$ cat src/rtl/feature_rd_gather.sv
// Feature-buffer read gather: padding detect, address generation, SRAM read and in-order word return.
// Optional FEAT_RD_PAD_VALUE_EN adds a pad_value input used as the fill element for padded positions.

`ifndef base_Tin
`define base_Tin 4
`endif
`ifndef log2_H
`define log2_H 8
`endif
`ifndef log2_W
`define log2_W 8
`endif
`ifndef log2_CH
`define log2_CH 4
`endif
`ifndef TOTAL_BUF_RD_LATENCY
`define TOTAL_BUF_RD_LATENCY 5
`endif

module feature_rd_gather #(
    parameter int ADDR_W  = 16,
    parameter int DW      = 8,
    parameter int TIN     = `base_Tin,
    parameter int MEM_LAT = 2
) (
    input  logic                          clk,
    input  logic                          rst_n,
    input  logic                          start,
    input  logic [`log2_H-1:0]            Hin,
    input  logic [`log2_W-1:0]            Win,
    input  logic [`log2_H+`log2_W-1:0]    Hin_x_Win,
    input  logic [ADDR_W-1:0]             feature_base_addr,
    input  logic                          hold,
`ifdef FEAT_RD_PAD_VALUE_EN
    input  logic [DW-1:0]                 pad_value,
`endif
    input  logic                          feature_data_vld,
    input  logic [`log2_H:0]              feature_hin,
    input  logic [`log2_W:0]              feature_win,
    input  logic [`log2_CH-1:0]           feature_chin,
    output logic                          feature_data_rdy,
    output logic                          mem_rd_en,
    output logic [ADDR_W-1:0]             mem_rd_addr,
    input  logic [TIN*DW-1:0]             mem_rd_data,
    output logic                          dat_vld,
    output logic [TIN*DW-1:0]             dat_out,
    output logic [31:0]                   rd_cnt,
    output logic [31:0]                   pad_cnt
);

    localparam int HW = `log2_H;
    localparam int WW = `log2_W;
    localparam int CW = `log2_CH;
    localparam int XW = HW + WW;

    logic              accept;
    logic              in_pad;
    logic [XW-1:0]     row_prod;

    logic              s1_vld;
    logic              s1_pad;
    logic [ADDR_W-1:0] s1_row_off;
    logic [WW-1:0]     s1_win;
    logic [CW-1:0]     s1_chin;
    logic [CW+XW-1:0]  chin_prod;
    logic [ADDR_W-1:0] addr_n;

    logic              s2_vld;
    logic              s2_pad;
    logic [MEM_LAT-1:0] dly_vld;
    logic [MEM_LAT-1:0] dly_pad;
    logic              out_pad;
    logic [TIN*DW-1:0] fill_word;

    assign accept = feature_data_vld & feature_data_rdy;

    // Sign bit set or magnitude past the edge both mean "outside the image".
    assign in_pad = feature_hin[HW] | feature_win[WW]
                  | (feature_hin[HW-1:0] >= Hin)
                  | (feature_win[WW-1:0] >= Win);

    assign row_prod  = {{WW{1'b0}}, feature_hin[HW-1:0]} * {{HW{1'b0}}, Win};
    assign chin_prod = {{XW{1'b0}}, s1_chin} * {{CW{1'b0}}, Hin_x_Win};
    assign addr_n    = feature_base_addr + ADDR_W'(chin_prod) + s1_row_off + ADDR_W'(s1_win);

`ifdef FEAT_RD_PAD_VALUE_EN
    logic [DW-1:0] s1_pv;
    logic [DW-1:0] s2_pv;
    logic [DW-1:0] dly_pv [MEM_LAT];

    always_ff @(posedge clk or negedge rst_n) begin
        if (!rst_n) begin
            s1_pv <= '0;
            s2_pv <= '0;
            for (int i = 0; i < MEM_LAT; i++) dly_pv[i] <= '0;
        end else begin
            if (accept) s1_pv <= pad_value;
            s2_pv     <= s1_pv;
            dly_pv[0] <= s2_pv;
            for (int i = 1; i < MEM_LAT; i++) dly_pv[i] <= dly_pv[i-1];
        end
    end

    assign fill_word = {TIN{dly_pv[MEM_LAT-1]}};
`else
    assign fill_word = '0;
`endif

    always_ff @(posedge clk or negedge rst_n) begin
        if (!rst_n) begin
            feature_data_rdy <= 1'b0;
            s1_vld           <= 1'b0;
            s1_pad           <= 1'b0;
            s1_row_off       <= '0;
            s1_win           <= '0;
            s1_chin          <= '0;
        end else begin
            feature_data_rdy <= ~hold;
            s1_vld           <= accept;
            if (accept) begin
                s1_pad     <= in_pad;
                s1_row_off <= ADDR_W'(row_prod);
                s1_win     <= feature_win[WW-1:0];
                s1_chin    <= feature_chin;
            end
        end
    end

    // Address register only moves on a real read so the SRAM bus stays quiet otherwise.
    always_ff @(posedge clk or negedge rst_n) begin
        if (!rst_n) begin
            s2_vld      <= 1'b0;
            s2_pad      <= 1'b0;
            mem_rd_en   <= 1'b0;
            mem_rd_addr <= '0;
        end else begin
            s2_vld    <= s1_vld;
            s2_pad    <= s1_pad;
            mem_rd_en <= s1_vld & ~s1_pad;
            if (s1_vld & ~s1_pad) mem_rd_addr <= addr_n;
        end
    end

    always_ff @(posedge clk or negedge rst_n) begin
        if (!rst_n) begin
            dly_vld <= '0;
            dly_pad <= '0;
            dat_vld <= 1'b0;
            out_pad <= 1'b0;
            dat_out <= '0;
        end else begin
            dly_vld[0] <= s2_vld;
            dly_pad[0] <= s2_pad;
            for (int i = 1; i < MEM_LAT; i++) begin
                dly_vld[i] <= dly_vld[i-1];
                dly_pad[i] <= dly_pad[i-1];
            end
            dat_vld <= dly_vld[MEM_LAT-1];
            out_pad <= dly_vld[MEM_LAT-1] & dly_pad[MEM_LAT-1];
            if (dly_vld[MEM_LAT-1])
                dat_out <= dly_pad[MEM_LAT-1] ? fill_word : mem_rd_data;
        end
    end

    always_ff @(posedge clk or negedge rst_n) begin
        if (!rst_n) begin
            rd_cnt  <= '0;
            pad_cnt <= '0;
        end else begin
            if (start)          rd_cnt <= '0;
            else if (mem_rd_en) rd_cnt <= rd_cnt + 32'd1;
            if (start)                  pad_cnt <= '0;
            else if (dat_vld & out_pad) pad_cnt <= pad_cnt + 32'd1;
        end
    end

endmodule

$ cat config.mk
export PLATFORM = sky130hd
export DESIGN_NAME = feature_rd_gather
export DESIGN_NICKNAME = d
export VERILOG_FILES = /design/src/rtl/feature_rd_gather.sv
export SDC_FILE = /design/constraint.sdc
export NUM_CORES = 1
export LEC_CHECK = 0
export BUFFER_PORTS_ARGS = -buffer_cell sky130_fd_sc_hd__buf_4
export CAP_MARGIN = 10
export CELL_PAD_IN_SITES_DETAIL_PLACEMENT = 0
export CELL_PAD_IN_SITES_GLOBAL_PLACEMENT = 2
export CORE_MARGIN = 10
export CORE_UTILIZATION = 25
export DETAILED_ROUTE_END_ITERATION = 16
export GPL_TIMING_DRIVEN = 0
export PLACE_DENSITY_LB_ADDON = 0.1
export RECOVER_POWER = 25
export SYNTH_ARGS = -nofsm -noshare
export SYNTH_HDL_FRONTEND = slang
export SYNTH_SLANG_ARGS = --single-unit
$ cat constraint.sdc
create_clock -name clk -period 11.15 [get_ports clk]
set_clock_uncertainty 0.1 [all_clocks]
set_input_delay 2.23 -clock clk [delete_from_list [all_inputs] [get_ports clk]]
set_output_delay 2.23 -clock clk [all_outputs]
set_load 0.01 [all_outputs]
==> impl_metrics.xml, run 1 <==
<?xml version="1.0" encoding="UTF-8"?>
<metrics>
  <group name="outcome">
    <metric name="outcome" unit="">complete, but fails checks</metric>
    <metric name="violations" unit="">capacitance limit, slew limit</metric>
  </group>
  <group name="sta">
    <metric name="setup_viol_count_final" unit="">0</metric>
    <metric name="final.min_clock_period" unit="ps">6310</metric>
    <metric name="timing.fmax" unit="GHz">0.158</metric>
    <metric name="finalCritPeriodShare" unit="">0.566</metric>
    <metric name="unrepaired_setup_endpoints_after_global_routing" unit="">false</metric>
    <metric name="slew-limit-headroom" unit="">-0.939</metric>
    <metric name="measured_slew_at_the_worst_slew_check_pin" unit="ps">2910</metric>
    <metric name="whs" unit="ps">251</metric>
    <metric name="timing.final.hold_violations" unit="">0</metric>
    <metric name="setup_total_negative_slack" unit="ps">0</metric>
    <metric name="slew_violations" unit="">50</metric>
  </group>
  <group name="cts">
    <metric name="cts_inserted_buffers" unit="">17</metric>
    <metric name="tritoncts" unit="">done</metric>
    <metric name="ctsResizeCount" unit="">0</metric>
    <metric name="worst_skew_pair.late_latency" unit="ps">480</metric>
    <metric name="post_cts_hold_buffer_count" unit="">0</metric>
    <metric name="post_cts_buffers" unit="">0</metric>
    <metric name="cts_htree_levels" unit="">4</metric>
    <metric name="ctsRootBufferMaster" unit="">clkbuf_16</metric>
    <metric name="clock_pin_slew_reported_for_the_worst_setup_and_hold_paths_after_clock_tree_synthesis" unit="ps">60</metric>
    <metric name="clock_sink_count" unit="">152</metric>
    <metric name="cts_max_path_buffers" unit="">2</metric>
  </group>
  <group name="detailed_routing">
    <metric name="num_vias" unit="">8868</metric>
    <metric name="antenna_left" unit="">0</metric>
    <metric name="routedWlPerCell" unit="um">17.5</metric>
    <metric name="final_routed_wirelength_across_all_metal_layers" unit="mm">36.2</metric>
    <metric name="avgViaCountPerCell" unit="">4.29</metric>
    <metric name="remaining_drc_errors" unit="">0</metric>
    <metric name="initialDrtViolationCount" unit="">362</metric>
    <metric name="dr.pass1.iters" unit="">4</metric>
  </group>
  <group name="placement">
    <metric name="placement.cell_area" unit="um^2">13900</metric>
    <metric name="hpwl" unit="mm">29.1</metric>
    <metric name="buffer_ports.inserted" unit="">221</metric>
    <metric name="placed_cells_incl_taps" unit="">2035</metric>
    <metric name="gp_routability_congestion" unit="">0.750</metric>
  </group>
  <group name="yosys">
    <metric name="synth_async_sr_flop_share" unit="">1.00</metric>
    <metric name="yosys.area_share.adder" unit="">0.254</metric>
    <metric name="synth_enable_flop_cells" unit="">0</metric>
    <metric name="synth.ff_latch_count" unit="">152</metric>
    <metric name="mappedNetlistArea" unit="um^2">11500</metric>
    <metric name="synthFlopType" unit="">dfrtp_1</metric>
    <metric name="netlist_instances" unit="">1213</metric>
    <metric name="synth_compound_area_frac" unit="">0.0822</metric>
    <metric name="mappedNetlistNets" unit="">1496</metric>
    <metric name="synth-simple-area-share" unit="">0.196</metric>
    <metric name="synth_xor_area_frac" unit="">0.0588</metric>
    <metric name="combinational_family_with_the_most_area_after_synthesis" unit="">adder cells</metric>
    <metric name="ys_warnings" unit="">0</metric>
    <metric name="ys_types" unit="">60</metric>
    <metric name="synth.area.mux_share" unit="">0.00185</metric>
    <metric name="syn_avg_cell_area" unit="um^2">9.45</metric>
    <metric name="yosysSeqAreaShare" unit="">0.332</metric>
  </group>
  <group name="global_routing">
    <metric name="grt_start_max_net_pins" unit="">104</metric>
    <metric name="via_count_of_the_first_global_routing_pass" unit="">9399</metric>
    <metric name="grt_antenna_before_repair" unit="">0</metric>
    <metric name="first_pass_grt_wire_length" unit="mm">56.7</metric>
    <metric name="groute.usage.overall" unit="">0.136</metric>
    <metric name="grt_overflow_total" unit="">0</metric>
  </group>
  <group name="worst_setup_path">
    <metric name="cp_top_family" unit="">adder cells</metric>
    <metric name="worst-endpoint-arrival" unit="ps">6550</metric>
    <metric name="timing.critical_path.slowest_cell_delay" unit="ps">560</metric>
    <metric name="data_required_time_of_the_worst_path" unit="ps">11390</metric>
    <metric name="cp_num_buf_inv" unit="">5</metric>
    <metric name="worst_setup_path_end_kind" unit="">flop</metric>
    <metric name="largest_fanout_on_the_critical_path" unit="">8</metric>
    <metric name="crit_slowest_cell" unit="">fa_1</metric>
    <metric name="timing.critical_path.cells" unit="">buf_4, and2_1, fa_1, inv_1, fa_1, inv_1, fa_1, inv_1, fa_1, inv_1, ha_1, o21a_1, o21a_1, a2111oi_0, o21bai_1, xnor2_1, o21ai_0</metric>
    <metric name="critical_path.startpoint_type" unit="">primary input</metric>
    <metric name="crit_type" unit="">primary input to flop</metric>
  </group>
  <group name="power">
    <metric name="leakage" unit="nW">7.07</metric>
    <metric name="netSwitchingFraction" unit="">0.424</metric>
    <metric name="power_frac_comb" unit="">0.554</metric>
    <metric name="highest_ir_drop_seen_on_vdd" unit="uV">132</metric>
    <metric name="total_switching_power" unit="mW">1.26</metric>
    <metric name="clock_power_share" unit="">0.219</metric>
    <metric name="p_int" unit="mW">1.72</metric>
    <metric name="pwrdens" unit="nW/um^2">205</metric>
    <metric name="sequentialPowerShare" unit="">0.227</metric>
  </group>
  <group name="final_layout">
    <metric name="multi_input_comb_area" unit="um^2">6800</metric>
    <metric name="area_growth" unit="%">26.5</metric>
    <metric name="design.final.nets" unit="">1737</metric>
    <metric name="diodes" unit="">0</metric>
    <metric name="final_design_area_no_fill" unit="um^2">14500</metric>
    <metric name="regArea" unit="um^2">3800</metric>
    <metric name="layoutNonFillerInstCount" unit="">2067</metric>
    <metric name="final_layout_size_suffix_gt1_frac" unit="">0.184</metric>
    <metric name="filler_cell_count" unit="">4833</metric>
  </group>
  <group name="floorplanning">
    <metric name="chipWidth" unit="um">234</metric>
    <metric name="dieArea" unit="um^2">54800</metric>
    <metric name="design.core.area" unit="um^2">45400</metric>
    <metric name="initial_core_util" unit="">0.253</metric>
    <metric name="floorplan.rows" unit="">78</metric>
    <metric name="pin_count" unit="">222</metric>
    <metric name="dieHeight" unit="um">234</metric>
  </group>
  <group name="worst_hold_path">
    <metric name="type_of_the_worst_min_delay_path" unit="">flop to flop</metric>
  </group>
  <group name="run">
    <metric name="cap_violations" unit="">1</metric>
  </group>
</metrics>
[routing by layer]
| layer | vias up | wire, um | track usage |
|---|---|---|---|
| li1 | 4397 | - | - |
| met1 | 4317 | 16700 | 0.178 |
| met2 | 134 | 17500 | 0.219 |
| met3 | 20 | 1600 | 0.0353 |
| met4 | 0 | 385 | 0.0357 |
| met5 | - | 0 | 0 |
[cell families after synthesis]
| kind of cell | Yosys count |
|---|---|
| XOR/XNOR | 77 |
| multiplexers | 2 |
| adder cells (fa/ha/maj) | 176 |
| AND/OR/NAND/NOR | 423 |
| buffers and inverters | 223 |
| flip-flops | 152 |
| AO/OA/AOI/OAI | 160 |
[flip-flops by register name (all words and copies together) (netlist names), 4 cells and up]
name         count
dat_out         32
pad_cnt         32
rd_cnt          32
mem_rd_addr     16
s1_row_off      16
s1_win           8
s1_chin          4
[final timing paths]
path	from	to	slack, ps	depth (start not counted)
hold reg to reg	s2_vld	dly_vld[0]	250	0
setup reg to reg	s1_chin[2]	mem_rd_addr[15]	5830	16
hold / removal	s2_vld	dly_vld[0]	250	0
min in group asynchronous	rst_n	dat_out[0]	2590	1
max in group asynchronous	rst_n	mem_rd_addr[9]	6700	1
setup / recovery	Win[4]	s1_row_off[14]	4840	17
[cell usage after synthesis (2+ instances only)]
cell       instances  area (um^2)
nand3b_1          32          240
o211ai_1           4         30.0
o21a_1             6         45.0
nor4_1             5         31.3
o21bai_1           3         22.5
nor3b_1            3         22.5
nor4_2             4         50.1
and2_1            83          519
nor2b_1            6         37.5
inv_1            190          713
xor2_1            41          359
a21o_1            11         82.6
ha_1              81         1010
nand2b_1           6         37.5
nand2_1          132          495
a311oi_1           2         17.5
nor2_1            65          244
and3_1             9         56.3
nand4_1           13         81.3
or3_2              2         15.0
o221ai_1           2         17.5
buf_6              3         33.8
o31ai_1            3         22.5
a2111oi_0          5         43.8
fa_1              95         1900
a31oi_1            2         12.5
o21ai_0           84          420
a21oi_1           27          135
xnor2_1           36          315
and4_1             8         70.1
a211o_1            2         17.5
nor3_1             6         30.0
dfrtp_1          152         3800
clkbuf_1          27          101
nand3_1           27          135
a211oi_1           4         30.0
or3_1              9         56.3
[final cells by class]
cell class | count | share of cell area
timing repair buffer | 222 | 0.116
sequential | 152 | 0.262
clock inverter | 12 | 0.0130
clock buffer | 20 | 0.0308
tap | 600 | 0.0517
multi-input combinational | 838 | 0.468
buffer | 32 | 0.00888
inverter | 191 | 0.0494
[stage by stage]
step                power (mW)   util  setup slack [ps]
detailed placement        2.38  0.307              4280
floorplan                 1.86      -              4890
CTS                       3.07  0.321              4810
global route              3.30  0.320              4590
global placement          2.39  0.306              4300
finish                    2.98  0.320              4840
[power by group through the flow]
stage	Clock, mW	Sequential [mW]	Combinational, mW
final	0.653	0.676	1.65
after global routing	0.701	0.686	1.91
after CTS	0.683	0.680	1.71
after detailed placement	0	0.691	1.69
after global placement	0	0.688	1.70
after floorplan	0	0.684	1.17
[layout by cell type (no fill, tap or decap), drive strengths merged, types with 41 or more instances in the layout]
master / instances
and2: 83
buf: 190
clkbuf: 84
dfrtp: 152
fa: 95
ha: 81
inv: 196
nand2: 133
nor2: 65
o21ai: 84
xor2: 41
No activity file was read; power rests on OpenSTA's default activity.
==> run 2: changes to the inputs <==
==> constraint.sdc (replaced) <==
create_clock -name clk -period 5.9 [get_ports clk]
set_clock_uncertainty 0.1 [all_clocks]
set_input_delay 1.18 -clock clk [delete_from_list [all_inputs] [get_ports clk]]
set_output_delay 1.18 -clock clk [all_outputs]
set_load 0.01 [all_outputs]
==> run 2 against run 1 <==
The run still ends with capacitance limit, slew limit left. Die area is the same. First-iteration DRC count grew 3.6%. Combinational power is 89% higher. Core utilization about the same. Register-to-register slack worse by 5300 ps. Setup slack got worse by 4300 ps. Sequential power increased by 89%. Flip-flop and latch count unchanged. Sequential share of layout area barely moved. Final cell count stayed put. Critical path type is now flop to flop. Critical endpoint is now mem_rd_addr[15]. Largest cell class unchanged. Largest power group unchanged.
==> impl_metrics.xml, run 2 (synthesis gave the netlist of run 1 again) <==
<?xml version="1.0" encoding="UTF-8"?>
<metrics>
  <group name="outcome">
    <metric name="outcome" unit="">complete, but fails checks</metric>
    <metric name="violations" unit="">capacitance limit, slew limit</metric>
  </group>
  <group name="worst_setup_path">
    <metric name="cp_top_family" unit="">adder cells</metric>
    <metric name="critical_path.startpoint_type" unit="">flop</metric>
    <metric name="largest_fanout_on_the_critical_path" unit="">10</metric>
    <metric name="setup.worst_path.start" unit="">s1_chin[2]</metric>
    <metric name="cp_most_frequent_cell" unit="">fa_1</metric>
    <metric name="rr_endpoint" unit="">mem_rd_addr[15]</metric>
    <metric name="r2r-start" unit="">s1_chin[2]</metric>
    <metric name="cp_num_buf_inv" unit="">4</metric>
    <metric name="cp.depth" unit="">16</metric>
    <metric name="data_required_time_of_the_worst_path" unit="ps">6210</metric>
    <metric name="flop_to_flop_setup_slack" unit="ps">580</metric>
    <metric name="crit_type" unit="">flop to flop</metric>
    <metric name="timing.critical_path.slowest_cell_delay" unit="ps">540</metric>
    <metric name="critical_path.endpoint" unit="">mem_rd_addr[15]</metric>
    <metric name="worst_setup_path_end_kind" unit="">flop</metric>
    <metric name="worst-endpoint-arrival" unit="ps">5630</metric>
    <metric name="timing.critical_path.cells" unit="">clkbuf_1, nand2_1, fa_1, fa_1, inv_1, fa_1, inv_1, fa_1, inv_1, ha_1, a211oi_1, o21ai_0, a41oi_1, o21ai_0, a211o_1, nand3_1</metric>
    <metric name="crit_slowest_cell" unit="">fa_1</metric>
    <metric name="number_of_cells_on_the_worst_reg_to_reg_path" unit="">16</metric>
  </group>
  <group name="sta">
    <metric name="slew-limit-headroom" unit="">-0.849</metric>
    <metric name="finalCritPeriodShare" unit="">0.902</metric>
    <metric name="setup_viol_count_final" unit="">0</metric>
    <metric name="setup_total_negative_slack" unit="ps">0</metric>
    <metric name="measured_slew_at_the_worst_slew_check_pin" unit="ps">2770</metric>
    <metric name="final.min_clock_period" unit="ps">5320</metric>
    <metric name="timing.fmax" unit="GHz">0.188</metric>
    <metric name="slew_violations" unit="">155</metric>
    <metric name="unrepaired_setup_endpoints_after_global_routing" unit="">false</metric>
    <metric name="timing.final.hold_violations" unit="">0</metric>
  </group>
  <group name="floorplanning">
    <metric name="chipWidth" unit="um">234</metric>
    <metric name="pin_count" unit="">222</metric>
    <metric name="floorplan.rows" unit="">78</metric>
    <metric name="initial_core_util" unit="">0.253</metric>
    <metric name="design.core.area" unit="um^2">45400</metric>
    <metric name="dieArea" unit="um^2">54800</metric>
    <metric name="dieHeight" unit="um">234</metric>
  </group>
  <group name="detailed_routing">
    <metric name="avgViaCountPerCell" unit="">4.29</metric>
    <metric name="initialDrtViolationCount" unit="">375</metric>
    <metric name="dr.pass1.iters" unit="">5</metric>
    <metric name="remaining_drc_errors" unit="">0</metric>
    <metric name="routedWlPerCell" unit="um">17.5</metric>
    <metric name="antenna_left" unit="">0</metric>
    <metric name="num_vias" unit="">8869</metric>
    <metric name="final_routed_wirelength_across_all_metal_layers" unit="mm">36.2</metric>
  </group>
  <group name="power">
    <metric name="total_switching_power" unit="mW">2.39</metric>
    <metric name="p_int" unit="mW">3.25</metric>
    <metric name="power.total" unit="mW">5.63</metric>
    <metric name="highest_ir_drop_seen_on_vdd" unit="uV">249</metric>
    <metric name="clock_power_share" unit="">0.219</metric>
    <metric name="pwrdens" unit="nW/um^2">388</metric>
    <metric name="power_frac_comb" unit="">0.554</metric>
    <metric name="sequentialPowerShare" unit="">0.227</metric>
    <metric name="leakage" unit="nW">7.07</metric>
    <metric name="netSwitchingFraction" unit="">0.424</metric>
  </group>
  <group name="final_layout">
    <metric name="layout_common_cells" unit="">218 x buf_4, 190 x inv_1, 152 x dfrtp_1, 132 x nand2_1, 95 x fa_1</metric>
    <metric name="final_common_cell" unit="">buf_4</metric>
    <metric name="filler_cell_count" unit="">4833</metric>
    <metric name="final_layout_size_suffix_gt1_frac" unit="">0.185</metric>
    <metric name="design.final.nets" unit="">1737</metric>
    <metric name="area_growth" unit="%">26.4</metric>
    <metric name="largestRegisters" unit="">dat_out x32, pad_cnt x32, rd_cnt x32</metric>
    <metric name="diodes" unit="">0</metric>
  </group>
  <group name="cts">
    <metric name="worst_skew_pair.late_latency" unit="ps">480</metric>
    <metric name="ctsResizeCount" unit="">0</metric>
    <metric name="cts_inserted_buffers" unit="">17</metric>
    <metric name="cts_max_path_buffers" unit="">2</metric>
    <metric name="clock_pin_slew_reported_for_the_worst_setup_and_hold_paths_after_clock_tree_synthesis" unit="ps">60</metric>
    <metric name="post_cts_buffers" unit="">0</metric>
    <metric name="post_cts_hold_buffer_count" unit="">0</metric>
    <metric name="cts_htree_levels" unit="">4</metric>
    <metric name="tritoncts" unit="">done</metric>
    <metric name="ctsRootBufferMaster" unit="">clkbuf_16</metric>
    <metric name="clock_sink_count" unit="">152</metric>
  </group>
  <group name="placement">
    <metric name="buffer_ports.inserted" unit="">221</metric>
    <metric name="gp_routability_congestion" unit="">0.750</metric>
    <metric name="hpwl" unit="mm">29.1</metric>
  </group>
  <group name="global_routing">
    <metric name="grt_overflow_total" unit="">0</metric>
    <metric name="first_pass_grt_wire_length" unit="mm">56.7</metric>
    <metric name="grt_antenna_before_repair" unit="">0</metric>
    <metric name="groute.usage.overall" unit="">0.136</metric>
    <metric name="via_count_of_the_first_global_routing_pass" unit="">9399</metric>
    <metric name="grt_start_max_net_pins" unit="">104</metric>
  </group>
  <group name="worst_hold_path">
    <metric name="type_of_the_worst_min_delay_path" unit="">flop to flop</metric>
  </group>
  <group name="run">
    <metric name="cap_violations" unit="">2</metric>
  </group>
</metrics>
## run 2: area by class of cell
type,count,area [um^2],share of cell area
flip-flops and latches,152,3800,0.262
repair buffers,222,1660,0.114
well taps,600,751,0.0518
clock buffers,20,447,0.0308
inverters,191,717,0.0494
plain buffers,32,129,0.00889
multi-input cells,838,6800,0.469
clock inverters,12,189,0.0130
## run 2: per-layer routing
| layer | GRT usage | routed length (um) | vias to the layer above | share of wire |
|---|---|---|---|---|
| met3 | 0.0353 | 1610 | 21 | 0.044 |
| met2 | 0.219 | 17400 | 130 | 0.48 |
| met5 | 0 | 0 | - | 0 |
| met1 | 0.178 | 16800 | 4317 | 0.46 |
| li1 | - | - | 4401 | - |
| met4 | 0.0357 | 389 | 0 | 0.011 |
## run 2: worst min-delay path by stage
stage / from / endpoint / depth (start not counted)
2_1_floorplan: s2_pad / dly_pad[0] / 0
3_3_place_gp: dly_vld[0] / dly_vld[1] / 0
3_5_place_dp: dly_pad[0] / dly_pad[1] / 0
4_1_cts: dly_pad[0] / dly_pad[1] / 0
5_1_grt: dly_pad[0] / dly_pad[1] / 0
6_report: s2_vld / dly_vld[0] / 0
## run 2: power groups by stage
stage / sequential [mW] / clock, mW / combinational, mW
floorplan: 1.29 / 0 / 2.22
global placement: 1.30 / 0 / 3.22
detailed placement: 1.31 / 0 / 3.19
CTS: 1.29 / 1.29 / 3.22
global route: 1.30 / 1.32 / 3.62
finish: 1.28 / 1.24 / 3.12
## run 2: per-stage QoR
step | cell area (um^2) | hold WS, ps | std cells | setup slack [ps] | utilization
after floorplan | 11500 | 231 | 1213 | 694 | -
after global placement | 13900 | 237 | 2034 | 102 | 0.306
after detailed placement | 13900 | 238 | 2035 | 79.1 | 0.307
after CTS | 14500 | 253 | 2067 | 531 | 0.321
after global routing | 14500 | 254 | 2067 | 207 | 0.319
final | 14500 | 251 | 2067 | 579 | 0.319
==> run 3: changes to the inputs <==
--- a/config.mk
+++ b/config.mk
@@ -5,7 +5,7 @@
 export SDC_FILE = /design/constraint.sdc
 export NUM_CORES = 1
 export LEC_CHECK = 0
-export BUFFER_PORTS_ARGS = -buffer_cell sky130_fd_sc_hd__buf_4
+export BUFFER_PORTS_ARGS = -buffer_cell sky130_fd_sc_hd__buf_2
 export CAP_MARGIN = 10
 export CELL_PAD_IN_SITES_DETAIL_PLACEMENT = 0
 export CELL_PAD_IN_SITES_GLOBAL_PLACEMENT = 2
==> constraint.sdc (replaced) <==
create_clock -name clk -period 5.2 [get_ports clk]
set_clock_uncertainty 0.1 [all_clocks]
set_input_delay 1.04 -clock clk [delete_from_list [all_inputs] [get_ports clk]]
set_output_delay 1.04 -clock clk [all_outputs]
set_load 0.01 [all_outputs]
==> run 3 against run 2 <==
Largest cell class unchanged. Clock power increased by 15%. The flow still finishes with violations (capacitance limit, slew limit). Global-route usage decreased by 0.19 points. Critical endpoint is now s1_row_off[14]. Design area decreased by 3.1%. Clock-buffer cell count decreased by 2.
==> impl_metrics.xml, run 3 (synthesis gave the netlist of run 1 again) <==
<?xml version="1.0" encoding="UTF-8"?>
<metrics>
  <group name="worst_setup_path">
    <metric name="number_of_cells_on_the_worst_reg_to_reg_path" unit="">16</metric>
    <metric name="timing.critical_path.cells" unit="">buf_2, and2_1, fa_1, inv_1, fa_1, inv_1, fa_1, inv_1, fa_1, inv_1, ha_1, o21a_1, o21a_1, a2111oi_4, o21bai_1, xnor2_1, o21ai_0</metric>
    <metric name="largest_fanout_on_the_critical_path" unit="">8</metric>
    <metric name="timing.critical_path.slowest_cell_delay" unit="ps">530</metric>
    <metric name="data_required_time_of_the_worst_path" unit="ps">5430</metric>
    <metric name="crit_type" unit="">primary input to flop</metric>
    <metric name="worst_setup_path_end_kind" unit="">flop</metric>
    <metric name="critical_path.startpoint_type" unit="">primary input</metric>
    <metric name="cp_num_buf_inv" unit="">5</metric>
    <metric name="crit_slowest_cell" unit="">fa_1</metric>
    <metric name="worst-endpoint-arrival" unit="ps">5230</metric>
    <metric name="cp.depth" unit="">17</metric>
    <metric name="cp_top_family" unit="">adder cells</metric>
  </group>
  <group name="detailed_routing">
    <metric name="initialDrtViolationCount" unit="">363</metric>
    <metric name="dr.pass1.iters" unit="">4</metric>
    <metric name="num_vias" unit="">8894</metric>
    <metric name="final_routed_wirelength_across_all_metal_layers" unit="mm">35.9</metric>
    <metric name="routedWlPerCell" unit="um">17.4</metric>
    <metric name="avgViaCountPerCell" unit="">4.30</metric>
    <metric name="remaining_drc_errors" unit="">0</metric>
    <metric name="antenna_left" unit="">0</metric>
  </group>
  <group name="run">
    <metric name="cap_violations" unit="">1</metric>
  </group>
  <group name="placement">
    <metric name="placed_cells_incl_taps" unit="">2035</metric>
    <metric name="gp_routability_congestion" unit="">0.734</metric>
    <metric name="buffer_ports.inserted" unit="">221</metric>
    <metric name="hpwl" unit="mm">29.2</metric>
    <metric name="pre_cts_slack" unit="ps">-458</metric>
  </group>
  <group name="floorplanning">
    <metric name="chipWidth" unit="um">234</metric>
    <metric name="initial_core_util" unit="">0.253</metric>
    <metric name="dieHeight" unit="um">234</metric>
    <metric name="dieArea" unit="um^2">54800</metric>
    <metric name="pin_count" unit="">222</metric>
    <metric name="floorplan.rows" unit="">78</metric>
    <metric name="design.core.area" unit="um^2">45400</metric>
  </group>
  <group name="cts">
    <metric name="cts_htree_levels" unit="">4</metric>
    <metric name="tritoncts" unit="">done</metric>
    <metric name="cts_inserted_buffers" unit="">17</metric>
    <metric name="ctsRootBufferMaster" unit="">clkbuf_16</metric>
    <metric name="post_cts_hold_buffer_count" unit="">0</metric>
    <metric name="post_cts_buffers" unit="">0</metric>
    <metric name="worst_skew_pair.late_latency" unit="ps">470</metric>
    <metric name="clock_sink_count" unit="">152</metric>
    <metric name="clock_pin_slew_reported_for_the_worst_setup_and_hold_paths_after_clock_tree_synthesis" unit="ps">60</metric>
    <metric name="cts_max_path_buffers" unit="">2</metric>
  </group>
  <group name="power">
    <metric name="power_frac_comb" unit="">0.555</metric>
    <metric name="leakage" unit="nW">7.01</metric>
    <metric name="total_switching_power" unit="mW">2.72</metric>
    <metric name="clock_power_share" unit="">0.222</metric>
    <metric name="pwrdens" unit="nW/um^2">460</metric>
    <metric name="netSwitchingFraction" unit="">0.422</metric>
    <metric name="highest_ir_drop_seen_on_vdd" unit="uV">261</metric>
    <metric name="sequentialPowerShare" unit="">0.223</metric>
    <metric name="p_int" unit="mW">3.73</metric>
  </group>
  <group name="global_routing">
    <metric name="groute.usage.overall" unit="">0.134</metric>
    <metric name="via_count_of_the_first_global_routing_pass" unit="">9258</metric>
    <metric name="grt_antenna_before_repair" unit="">5</metric>
    <metric name="first_pass_grt_wire_length" unit="mm">55.9</metric>
    <metric name="grt_start_max_net_pins" unit="">98</metric>
    <metric name="grt_overflow_total" unit="">0</metric>
  </group>
  <group name="outcome">
    <metric name="outcome" unit="">complete, but fails checks</metric>
    <metric name="violations" unit="">capacitance limit, slew limit</metric>
  </group>
  <group name="final_layout">
    <metric name="final_common_cell" unit="">buf_2</metric>
    <metric name="final_layout_size_suffix_gt1_frac" unit="">0.190</metric>
    <metric name="layoutNonFillerInstCount" unit="">2067</metric>
    <metric name="regArea" unit="um^2">3800</metric>
    <metric name="area_growth" unit="%">22.5</metric>
    <metric name="largestRegisters" unit="">dat_out x32, pad_cnt x32, rd_cnt x32</metric>
    <metric name="design.final.nets" unit="">1737</metric>
    <metric name="filler_cell_count" unit="">4916</metric>
    <metric name="layout_common_cells" unit="">220 x buf_2, 190 x inv_1, 152 x dfrtp_1, 132 x nand2_1, 95 x fa_1</metric>
    <metric name="multi_input_comb_area" unit="um^2">6840</metric>
  </group>
  <group name="sta">
    <metric name="timing.fmax" unit="GHz">0.200</metric>
    <metric name="setup_viol_count_final" unit="">0</metric>
    <metric name="final.min_clock_period" unit="ps">5000</metric>
    <metric name="slew-limit-headroom" unit="">-0.774</metric>
    <metric name="postLayoutSetupSlackWorst" unit="ps">198</metric>
    <metric name="finalCritPeriodShare" unit="">0.962</metric>
    <metric name="timing.final.hold_violations" unit="">0</metric>
    <metric name="measured_slew_at_the_worst_slew_check_pin" unit="ps">2660</metric>
    <metric name="slew_violations" unit="">97</metric>
  </group>
  <group name="worst_hold_path">
    <metric name="timing.hold.worst_path_depth" unit="">0</metric>
    <metric name="type_of_the_worst_min_delay_path" unit="">flop to flop</metric>
  </group>
</metrics>
[run 3: changes by cell type in the layout (fill, tap and decap cells not counted), sizes merged]
cell,delta
bufinv,+2
diode,+3
inv,-4
clkbuf,-4
clkinv,+1
buf,+2
[run 3: worst reg2reg max path: cells and delay by family (launching register included)]
family | cells | cell delay, ps
buffers and inverters | 4 | 430
AOI/OAI and AO/OA | 5 | 1220
adders and majority gates | 5 | 2410
DFF | 1 | 460
and+or+nand+nor | 2 | 180
[run 3: area by class of cell]
type | count | share of cell area
clock buffers | 18 | 0.0306
plain buffers | 32 | 0.00971
inverters | 191 | 0.0510
well taps | 600 | 0.0535
repair buffers | 222 | 0.0808
multi-input cells | 838 | 0.487
clock inverters | 11 | 0.0159
diodes | 3 | 0.000535
flip-flops and latches | 152 | 0.271
[run 3: path summary, 6_finish.rpt]
kind / start / endpoint / slack (ps)
worst max-delay path: Win[4] / s1_row_off[14] / 200
worst min-delay path: dly_vld[0] / dly_vld[1] / 250
worst max register to register: s1_chin[1] / mem_rd_addr[15] / 320
worst min register to register: dly_vld[0] / dly_vld[1] / 250
max in group asynchronous: rst_n / s1_row_off[11] / 2130
min in group asynchronous: rst_n / dat_out[1] / 1260
[run 3: metrics by stage]
step | utilization | hold WS (ps) | TNS (ps) | area (um^2) | power [mW]
finish | 0.309 | 250 | 0 | 14000 | 6.46
floorplan | - | 231 | 0 | 11500 | 3.98
detailed placement | 0.294 | 236 | -2330 | 13400 | 5.04
global route | 0.309 | 260 | -20.2 | 14000 | 7.18
CTS | 0.309 | 253 | 0 | 14000 | 6.56
global placement | 0.294 | 237 | -2320 | 13300 | 5.06
[run 3: timing repair]
item	in CTS	in global routing
pin swaps	0	1
gates resized for setup	4	13
setup endpoints to repair	3	6
[run 3: power by group through the flow]
| stage | clock network (mW) | logic, mW | registers (mW) |
|---|---|---|---|
| floorplan | 0 | 2.52 | 1.47 |
| global placement | 0 | 3.59 | 1.47 |
| detailed placement | 0 | 3.57 | 1.47 |
| CTS | 1.50 | 3.61 | 1.45 |
| global route | 1.54 | 4.18 | 1.46 |
| finish | 1.43 | 3.59 | 1.44 |
[run 3: metal layers]
metal	share of wire	vias up	track usage	wire length [um]
li1	-	4407	-	-
met1	0.46	4337	0.174	16600
met2	0.48	123	0.219	17300
met3	0.047	25	0.0371	1690
met4	0.0089	2	0.0304	319
met5	0.00020	-	0	7
